`src/rtl/config_loader_pkg.sv`:
```
`default_nettype none
// +-----------------------------------------------------------------+
// | config_loader_pkg : frame geometry and FSM encoding              |
// | Rev 1.0                                                          |
// +-----------------------------------------------------------------+
package config_loader_pkg;

  localparam int FRAME_BITS = 13;
  localparam int ADDR_BITS  = 4;
  localparam int DATA_BITS  = 8;
  localparam int CNT_BITS   = 4;

  typedef enum logic [2:0] {
    IDLE     = 3'd0,
    SHIFT    = 3'd1,
    CHECK    = 3'd2,
    LOAD     = 3'd3,
    WAIT_END = 3'd4
  } state_t;

endpackage : config_loader_pkg
`default_nettype wire

```
`src/rtl/config_frame_shifter.sv`:
```
`default_nettype none
// +-----------------------------------------------------------------+
// | config_frame_shifter : MSB-first frame shift register, bit count |
// | and even-parity check. Rev 1.0                                   |
// +-----------------------------------------------------------------+
module config_frame_shifter
  import config_loader_pkg::*;
(
  input  logic                  clk,
  input  logic                  rstn,
  input  logic                  clear,
  input  logic                  shiftEn,
  input  logic                  serBit,
  output logic [FRAME_BITS-1:0] frame,
  output logic                  parityOk,
  output logic                  frameDone
);

  logic [CNT_BITS-1:0] r_bitCount;

  always_ff @(posedge clk or negedge rstn) begin
    if (!rstn) begin
      frame      <= '0;
      r_bitCount <= '0;
    end else if (clear) begin
      frame      <= '0;
      r_bitCount <= '0;
    end else if (shiftEn) begin
      frame      <= {frame[FRAME_BITS-2:0], serBit};
      r_bitCount <= r_bitCount + CNT_BITS'(1);
    end
  end

  assign parityOk  = ~^frame;
  // High in the cycle whose edge will accept the final frame bit.
  assign frameDone = shiftEn && (r_bitCount == CNT_BITS'(FRAME_BITS - 1));

endmodule : config_frame_shifter
`default_nettype wire

```
`src/rtl/config_loader.sv`:
```
`default_nettype none
// +-----------------------------------------------------------------+
// | config_loader : serial frame receiver writing 8-bit config cells |
// | Rev 1.0                                                          |
// +-----------------------------------------------------------------+
module config_loader
  import config_loader_pkg::*;
#(
  parameter int NCELLS = 16
) (
  input  logic                 clk,
  input  logic                 rstn,
  input  logic                 ser_en,
  input  logic                 ser_bit,
  input  logic                 ser_bit_valid,
  input  logic                 err_clr,
  output logic [DATA_BITS-1:0] din,
  output logic [NCELLS-1:0]    load,
  output logic                 busy,
  output logic                 parity_err,
  output logic                 abort_err,
  output logic [7:0]           wr_count
);

  localparam logic [ADDR_BITS:0] C_NCELLS = (ADDR_BITS + 1)'(NCELLS);

  state_t                 r_state;
  logic [FRAME_BITS-1:0]  w_frame;
  logic                   w_parityOk;
  logic                   w_frameDone;
  logic                   w_shiftEn;
  logic                   w_clear;
  logic [ADDR_BITS-1:0]   w_addr;
  logic [DATA_BITS-1:0]   w_data;
  logic                   w_addrOk;
  logic                   w_paritySet;
  logic                   w_abortSet;

  assign w_shiftEn   = (r_state == SHIFT) && ser_en && ser_bit_valid;
  assign w_clear     = (r_state == IDLE);
  assign w_addr      = w_frame[FRAME_BITS-1 -: ADDR_BITS];
  assign w_data      = w_frame[DATA_BITS:1];
  assign w_addrOk    = ({1'b0, w_addr} < C_NCELLS);
  assign w_paritySet = (r_state == CHECK) && !w_parityOk;
  assign w_abortSet  = (r_state == SHIFT) && !ser_en;
  assign busy        = (r_state != IDLE);

  config_frame_shifter u_shifter (
    .clk       (clk),
    .rstn      (rstn),
    .clear     (w_clear),
    .shiftEn   (w_shiftEn),
    .serBit    (ser_bit),
    .frame     (w_frame),
    .parityOk  (w_parityOk),
    .frameDone (w_frameDone)
  );

  always_ff @(posedge clk or negedge rstn) begin
    if (!rstn) begin
      r_state    <= IDLE;
      din        <= '0;
      load       <= '0;
      parity_err <= 1'b0;
      abort_err  <= 1'b0;
      wr_count   <= '0;
    end else begin
      load       <= '0;
      // A new error outranks a coincident clear.
      parity_err <= w_paritySet | (parity_err & ~err_clr);
      abort_err  <= w_abortSet  | (abort_err  & ~err_clr);
      case (r_state)
        IDLE: begin
          if (ser_en) r_state <= SHIFT;
        end
        SHIFT: begin
          if (!ser_en)          r_state <= IDLE;
          else if (w_frameDone) r_state <= CHECK;
        end
        CHECK: begin
          if (w_parityOk && w_addrOk) r_state <= LOAD;
          else                        r_state <= WAIT_END;
        end
        LOAD: begin
          load     <= NCELLS'(1) << w_addr;
          din      <= w_data;
          wr_count <= wr_count + 8'd1;
          r_state  <= WAIT_END;
        end
        WAIT_END: begin
          if (!ser_en) r_state <= IDLE;
        end
        default: r_state <= IDLE;
      endcase
    end
  end

endmodule : config_loader
`default_nettype wire

```
`config.mk`:
```
export PLATFORM = sky130hd
export DESIGN_NAME = config_loader
export DESIGN_NICKNAME = d
export VERILOG_FILES = /design/src/rtl/config_loader_pkg.sv /design/src/rtl/config_frame_shifter.sv /design/src/rtl/config_loader.sv
export SDC_FILE = /design/constraint.sdc
export NUM_CORES = 1
export LEC_CHECK = 0
export BUFFER_PORTS_ARGS = -buffer_cell sky130_fd_sc_hd__buf_2
export CORE_MARGIN = 5
export CORE_UTILIZATION = 59
export CTS_BUF_LIST = sky130_fd_sc_hd__clkbuf_16
export DETAILED_ROUTE_END_ITERATION = 6
export HOLD_SLACK_MARGIN = 0.03
export PLACE_DENSITY = 0.8
export SLEW_MARGIN = 20
export SYNTH_ARGS = -nofsm -noshare
export SYNTH_HDL_FRONTEND = slang
export SYNTH_HIERARCHICAL = 1
export SYNTH_SLANG_ARGS = --single-unit
```
`constraint.sdc`:
```
create_clock -name clk -period 5.3 [get_ports clk]
set_clock_uncertainty 0.2 [all_clocks]
set_input_delay 0.795 -clock clk [delete_from_list [all_inputs] [get_ports clk]]
set_output_delay 0.795 -clock clk [all_outputs]
set_load 0.02 [all_outputs]
```
# [Word-level counts from Yosys, hierarchy flattened]
# Cells that the tools add are included.
[op_classes] n_reduce_logical=12 n_mux=11 eq_ne=8 bitwise_logic=5 add_sub_neg=2 shifts=1
[op_table] operator="$mux 13" n=2
[op_table] operator="$mux 16" n=1
[op_table] operator="$shl 1x4->16 const A" n=1
[op_table] operator="$mux 3" n=5
[op_table] operator="$pmux 3 s5" n=1
[op_table] operator="$reduce_xnor 13->1" n=1
[op_table] operator="$add 8x1->8 const B" n=1
[op_table] operator="$mux 4" n=2
[op_table] operator="$eq 3x2->1 const B" n=2
[op_table] operator="$logic_and 1x1->1" n=5
[op_table] operator="$add 4x1->4 const B" n=1
[op_table] operator="$eq 4x4->1 const B" n=1
[op_table] operator="$ne 2x2->1 const B" n=2
[op_table] operator="$eq 3x1->1 const B" n=1
[op_table] operator="$eq 3x3->1 const B" n=1
[op_table] operator="$logic_not 3->1" n=1
[op_table] operator="$ne 3x2->1 const B" n=1
[op_table] operator="$reduce_and 3->1" n=1
[op_table] operator="$reduce_bool 3->1" n=1
[op_table] operator="$and 1x1->1" n=2
[op_table] operator="$logic_not 1->1" n=2
[op_table] operator="$or 1x1->1" n=2
[op_table] operator="$reduce_bool 2->1" n=1
[op_table] operator="$not 1->1" n=1
[totals] ff_bits=54 word_cells=47 out_inout_bits=35

# [Logic depth before layout (Yosys ltp)]
# Gate-level depths: netlist (run 1).
[depth] depth_word=7 depth_mapped=9

# [Cells and area by module]
# Netlist (run 1), hierarchy kept.
[modules_own_cells] module="config_loader" seq_area_each_um2=925.9 n_inst=1 cells_per_inst=132 area_each_um2=1483.9
[modules_own_cells] module="config_frame_shifter" seq_area_each_um2=425.4 n_inst=1 cells_per_inst=71 area_each_um2=863.3

# [Worst setup path before layout (run 1)]
# OpenSTA, ideal clock, no wires.
[synth_timing] path_type="in2reg" from="input port ser_en" to="register r_state[1]" arrival_time_ns=1.986 path_slack_ns=3.042 stages=8 required_time_ns=5.028 cell_sequence="nand2b_1 -> nor3_1 -> buf_2 -> buf_4 -> and4_1 -> nand2_1 -> o22a_1 -> nor2_1"
[synth_via] elab_chain_len=5 elab_cells_between_ends=9 classes_between="eq/ne: 3; mux: 2; reduce/logical: 4"
[synth_lines] element="from (decl)" line="config_loader.sv:13" rtl="input logic ser_en,"
[synth_lines] element="$logic_and 1x1->1 (2 in series)" line="config_loader.sv:39" rtl="assign w_shiftEn = (r_state == SHIFT) && ser_en && ser_bit_valid;"
[synth_lines] element="via w_shiftEn" line="config_loader.sv:31" rtl="logic w_shiftEn;"
[synth_lines] element="$logic_and 1x1->1" line="config_frame_shifter.sv:36" rtl="assign frameDone = shiftEn && (r_bitCount == CNT_BITS'(FRAME_BITS - 1));"
[synth_lines] element="via w_frameDone" line="config_loader.sv:30" rtl="logic w_frameDone;"
[synth_lines] element="$ne 3x2->1 (no source line)"
[synth_lines] element="$reduce_and 3->1 (no source line)"
[synth_lines] element="to (signal assigned)" line="config_loader.sv:61" rtl="r_state <= IDLE;"
[synth_lines] element="to (signal assigned)" line="config_loader.sv:74" rtl="if (ser_en) r_state <= SHIFT;"
[synth_lines] element="to (signal assigned)" line="config_loader.sv:77" rtl="if (!ser_en) r_state <= IDLE;"
[synth_lines] element="to (decl)" line="config_loader.sv:27" rtl="state_t r_state;"
# The timed path passes the listed nets, and every way through them passes these cells.
# A chain may end at the register's enable or synchronous reset.

# [Final worst setup path (run 1)]
[layout_timing] from="register r_state[0]" to="output port busy"
[layout_via] elab_chain_len=1
[layout_lines] element="$reduce_bool 3->1" line="config_loader.sv:46" rtl="assign busy = (r_state != IDLE);"
[layout_lines] element="to (decl)" line="config_loader.sv:19" rtl="output logic busy,"
# No other way between the ends.

==> flow_summary.ini, run 1 <==
[power]
peakVddDrop_mv = 0.213
power-per-cell-area_nw_per_um2 = 278
p_leak_uw = 0.00146

[floorplan]
start_util_pct = 60.0
die_height_um = 73.1
die-area_um2 = 5340
pin_count = 41
die_w_um = 73.1
core.rowCount = 23
core_area_um2 = 3910

[cts]
clkLatencyLatePin_ns = 0.29
htreeDepth = 2
cts_buffers = 5
path_clk_slew_ns = 0.06
cts_root_buf = clkbuf_16
clockBufferDepth = 2
cts_setup_buffers = 0
cts_num_sinks = 54
holdBufCountCts = 0
cts_resized = 0
cts_tree = built

[yosys]
avgSynthCellArea_um2 = 11.6
syn_inst = 203
synth_top_family_by_area = simple AND/OR/NAND/NOR gates
yosys-top-cells-area = dfrtp_1, mux2i_1, nand2_1
synth_fp_nets = 212
ys_seq_area_share_pct = 57.6
synthXorXnorAreaFrac_pct = 9.86
yosys.area_share.simple_pct = 19.7
synth_fa_ha_area_share_pct = 1.60
synth_top_area_cell = dfrtp_1
ys_ff_latch = 54
synth_area_um2 = 2350
synth_compound_area_share_pct = 1.87
synthDominantCellAreaShare_pct = 57.6
synthFlopType = dfrtp_1
ys.warnings.count = 6
synthMuxAreaShare_pct = 5.97
synth_edf_count = 0
ys_async_sr_fraction_pct = 100
synth.distinct_cells = 36

[run]
cap_violations = 0

[cells_and_area]
final_area_um2 = 2710
n_fill_cell = 305
diodes = 0
area.growth.synth_to_final_pct = 15.5
drive_above_1_share_pct = 25.8
final_core_util_pct = 69.3
nets = 253

[sta]
maxSlewHeadroom_pct = 28.7
worstMarginPinSlew_ns = 1.06
finalHoldViolCount = 0
min_period_over_period_pct = 56.3
fmax_mhz = 335
rsz0062_at_grt = false
finalSetupTns_ns = 0
setup_viol_count_final = 0
drv_slew = 0
fin_crit_ns = 2.98

[run_status]
status = finished, final reports clean

[critical_path]
worst_setup_path_end_kind = output port
required_ns = 4.30
worst-setup-path-type = flop to output port
crit_path_start_kind = flop
crit_fanout = 18
critical_path_arrival_ns = 1.99

[global_routing]
grt_max_degree = 55
grt_use_total_pct = 17.1
grt_pass1_wl_um = 7030
overflow = 0
grt_pass1_vias = 1575
antenna_found_initial = 0

[drt]
vias = 1546
drc = 0
wl_per_cell_um = 13.9
wirelength_um = 4090
dr.pass1.iters = 4
antenna_left = 0
post_drt_via_cell_ratio = 5.26
drt_iter0_markers = 70

[placement]
port_buffers = 40
place_hpwl_um = 2910
gp_congestion = 0.768
place_area_um2 = 2580

[min_path]
min_path_type = flop to flop
## cells in the mapped netlist (all sizes together) (2+ instances only)
cell and instances:
nor3 8, nand2b 3, xnor2 11, o32ai 2, dfrtp 54, nor2 32, xnor3 3, xor2 5
buf 6, inv 6, nand3 2, mux2i 14, ha 3, clkbuf 2, nand2 35, nand4 4
nand3b 3
## cell families (layout without fill, tap and decap cells)
group           after synthesis  count (layout)
flops                        54              54
mux                          14              14
xor+xnor                     19              19
fa+ha+maj                     3               3
buf+inv                      14              55
compound gates                6               6
simple gates                 93              93
## critical path, stage by stage, from the launching register on
cell	delay, ns
dfrtp_1	0.52
nor3_2	0.92
inv_1	0.08
buf_2	0.19
## sequential cells by signal, indices dropped and copies added (netlist names)
name and flops:
load 16, u_shifter/frame 13, din 8, wr_count 8
u_shifter/r_bitCount 4, r_state 3, abort_err 1, parity_err 1
## placed cells by master, fill, tap and decap left out, types with 2 or more instances in the layout
| cell | instances |
|---|---|
| nand3b_2 | 2 |
| nor2_1 | 32 |
| buf_4 | 2 |
| xnor3_1 | 2 |
| nor3_1 | 4 |
| nand4_1 | 4 |
| nand2b_1 | 3 |
| nor3_2 | 4 |
| xor2_1 | 5 |
| xnor2_1 | 8 |
| nand2_1 | 34 |
| inv_1 | 6 |
| o32ai_1 | 2 |
| ha_1 | 3 |
| dfrtp_1 | 54 |
| xnor2_2 | 3 |
| clkinv_2 | 2 |
| clkbuf_16 | 5 |
| mux2i_1 | 14 |
| buf_2 | 40 |
## worst paths after layout
kind / slack [ns] / cells after the start / from / end
worst max-delay path: 2.32 / 3 / r_state[0] / busy
min in group asynchronous: 0.42 / 2 / rstn / load[5]
worst min-delay path: 0.26 / 1 / wr_count[7] / wr_count[7]
worst max register to register: 3.13 / 6 / u_shifter/frame[9] / r_state[0]
worst min register to register: 0.26 / 1 / wr_count[7] / wr_count[7]
max in group asynchronous: 4.04 / 2 / rstn / din[7]
## layout make-up
class / instances / area [µm²] / share of cell area (%)
flip-flops and latches: 54 / 1350 / 49.8
multi-input cells: 135 / 925 / 34.1
repair buffers: 42 / 215 / 7.94
clock buffers: 5 / 125 / 4.61
well taps: 50 / 62.6 / 2.31
inverters: 6 / 22.5 / 0.831
clock inverters: 2 / 10.0 / 0.369
## stage by stage
stage | worst slack [ns] | total power (µW) | instances | hold WS, ns
global route | 2.14 | 786 | 294 | 0.286
global placement | 2.67 | 460 | 287 | 0.250
detailed placement | 2.60 | 462 | 287 | 0.258
CTS | 2.30 | 764 | 294 | 0.266
floorplan | 3.04 | 447 | 203 | 0.289
finish | 2.32 | 754 | 294 | 0.258
## report_power, final
| group | internal, µW | total, µW | switching [µW] |
|---|---|---|---|
| Sequential | 415 | 420 | 4.60 |
| Clock | 171 | 301 | 130 |
| Combinational | 12.2 | 33.1 | 20.9 |
## metal layers
layer | global-route usage [%] | part of all wire (%) | routed length [µm]
met1 | 21.3 | 42 | 1700
met2 | 28.9 | 51 | 2090
met3 | 4.41 | 5.9 | 243
met4 | 5.94 | 1.3 | 53
met5 | 0 | 0 | 0
(Power assumes the default switching activity.)
==> inputs of run 2 (changes only) <==
Settings changed: ABC_AREA from default to 1, CORE_UTILIZATION 59 to 50, PLACE_DENSITY 0.8 to 0.72.
Clock period 5.3 ns to 2.4 ns, I/O delays scaled along.
==> run 2 against run 1 <==
  * Via count up 27%
  * Routed wire length is 16% higher
  * Highest routed layer unchanged
  * Sequential share of layout area decreased by 3.1 points
  * Area after synthesis increased by 4.5%
==> flow_summary.ini, run 2 <==
[run_status]
status = finished, final reports clean

[yosys]
yosys.area_share.simple_pct = 27.7
synth_top_family_by_area = simple AND/OR/NAND/NOR gates
synth_top_area_cell = dfrtp_1
synth_most_common_cell = nand2_1
synth_area_um2 = 2450
ys.warnings.count = 6
avgSynthCellArea_um2 = 8.43
ys_ff_latch = 54
yosys-top-cells-area = dfrtp_1, nand2_1, inv_1
synth_fa_ha_area_share_pct = 1.53
synth_fp_nets = 300
netlist_top_cells_count = nand2_1, dfrtp_1, inv_1
synthDominantCellAreaShare_pct = 55.1
synthMuxAreaShare_pct = 0
synthXorXnorAreaFrac_pct = 2.50
syn_inst = 291
synth_edf_count = 0
synth_compound_area_share_pct = 5.61
ys_seq_area_share_pct = 55.1
synthFlopType = dfrtp_1
ys_async_sr_fraction_pct = 100
synth.distinct_cells = 24

[critical_path]
critPathSlowestCell = dfrtp_1
max_stage_delay_ns = 0.43
required_ns = 1.84
worst_setup_path_end_kind = output port
path_cells = inv_2 > nand2_1 > nor2_1 > inv_1 > buf_2
cp.buffers_inverters = 3
worst-setup-path-type = flop to output port
critical_path_arrival_ns = 1.45
crit_start = r_state[0]
crit_path_start_kind = flop
r2r-start = r_state[1]
crit_fanout = 5
worst_path_dominant_cell_family = flip-flops

[global_routing]
grt_use_total_pct = 17.3
groute.layer.met3.usage_pct = 4.18
use_met1_pct = 21.1
grt_pass1_wl_um = 8760
met2_usage_pct = 29.6
grt_pass1_vias = 1978
grt_max_degree = 23
antenna_found_initial = 0
overflow = 0
busiest_layer = met2

[drt]
antenna_left = 0
post_drt_via_cell_ratio = 4.86
wirelength_um = 4760
wl_per_cell_um = 11.7
vias = 1970
drt_iter0_markers = 73
dr.pass1.iters = 4
drc = 0

[cells_and_area]
regArea_um2 = 1350
final_core_util_pct = 60.9
fin_cells = 405
diodes = 0
final_common_cell = nand2_1
regMostFlops = load
nets = 346
drive_above_1_share_pct = 19.2
n_fill_cell = 437
largest_reg_flops = 16
area.growth.synth_to_final_pct = 18.0
largestRegisters = load x16, u_shifter/frame x13
final_cell_mix = nand2_1, dfrtp_1, buf_2
multi_input_comb_area_um2 = 915

[min_path]
min_path_type = input pin to flop
min_from = err_clr

[floorplan]
die-area_um2 = 6410
die_height_um = 80.0
core.rowCount = 25
die_w_um = 80.0
pin_count = 41
core_area_um2 = 4750
start_util_pct = 51.6

[cts]
cts_buffers = 5
path_clk_slew_ns = 0.07
cts_num_sinks = 54
htreeDepth = 2
cts_resized = 0
clkLatencyLatePin_ns = 0.29
cts_tree = built
cts_root_buf = clkbuf_16
clockBufferDepth = 2

[placement]
gp_congestion = 0.804
post-place-cells = 396
port_buffers = 40
place_hpwl_um = 3360

[sta]
worstMarginPinSlew_ns = 0.450
finalSetupTns_ns = 0
rsz0062_at_grt = false
fmax_mhz = 497
maxSlewHeadroom_pct = 70.0
finalHoldViolCount = 0
setup_viol_count_final = 0
fin_crit_ns = 2.01
drv_slew = 0
min_period_over_period_pct = 83.9

[power]
peakVddDrop_mv = 0.542
power-per-cell-area_nw_per_um2 = 877
p_leak_uw = 0.00155
total_power_uw = 2540

[run]
cap_violations = 0
-- run 2: repair_timing --
| item | in CTS | in global routing |
|---|---|---|
| setup buffers | 0 | 0 |
| hold buffers | 1 | 0 |
| hold endpoints to repair | 20 | 0 |
-- run 2: metrics by stage --
step                worst slack [ns]  hold slack (ns)  cell area, µm²
global route                   0.230           0.0667            2890
global placement               0.529            0.130            2720
detailed placement             0.504            0.132            2720
CTS                            0.370           0.0620            2890
floorplan                      0.531           -0.136            2450
finish                         0.387           0.0629            2890
-- run 2: area by class of cell --
| cell class | instances | share of cell area (%) |
|---|---|---|
| Clock buffer | 5 | 4.32 |
| Clock inverter | 3 | 1.38 |
| Inverter | 39 | 5.06 |
| Multi-Input combinational cell | 193 | 31.6 |
| Sequential cell | 54 | 46.7 |
| Tap cell | 67 | 2.90 |
| Timing Repair Buffer | 44 | 8.04 |
-- run 2: kinds of logic (layout without fill, tap and decap cells) --
logic type      Yosys count  after routing
fa+ha+maj                 3              3
xor+xnor                  7              7
compound gates           23             23
flops                    54             54
buf+inv                  44             91
simple gates            160            160
-- run 2: path summary, 6_finish.rpt --
path	to	slack, ns	cells after the start
max	busy	0.39	5
min	abort_err	0.06	2
max reg2reg	u_shifter/frame[9]	0.48	7
min reg2reg	din[3]	0.27	2
max in group asynchronous	u_shifter/frame[8]	1.05	3
min in group asynchronous	wr_count[3]	0.34	2
-- run 2: where the power goes --
group / switching [µW] / internal (µW)
registers: 82.2 / 995
logic: 455 / 199
clock network: 319 / 489
-- run 2: per-layer routing --
layer	routed length, µm	share of wire (%)	up-vias
met5	0	0	-
met4	71	1.5	0
met3	257	5.4	7
met2	2290	48	51
met1	2130	45	907
li1	-	-	1005
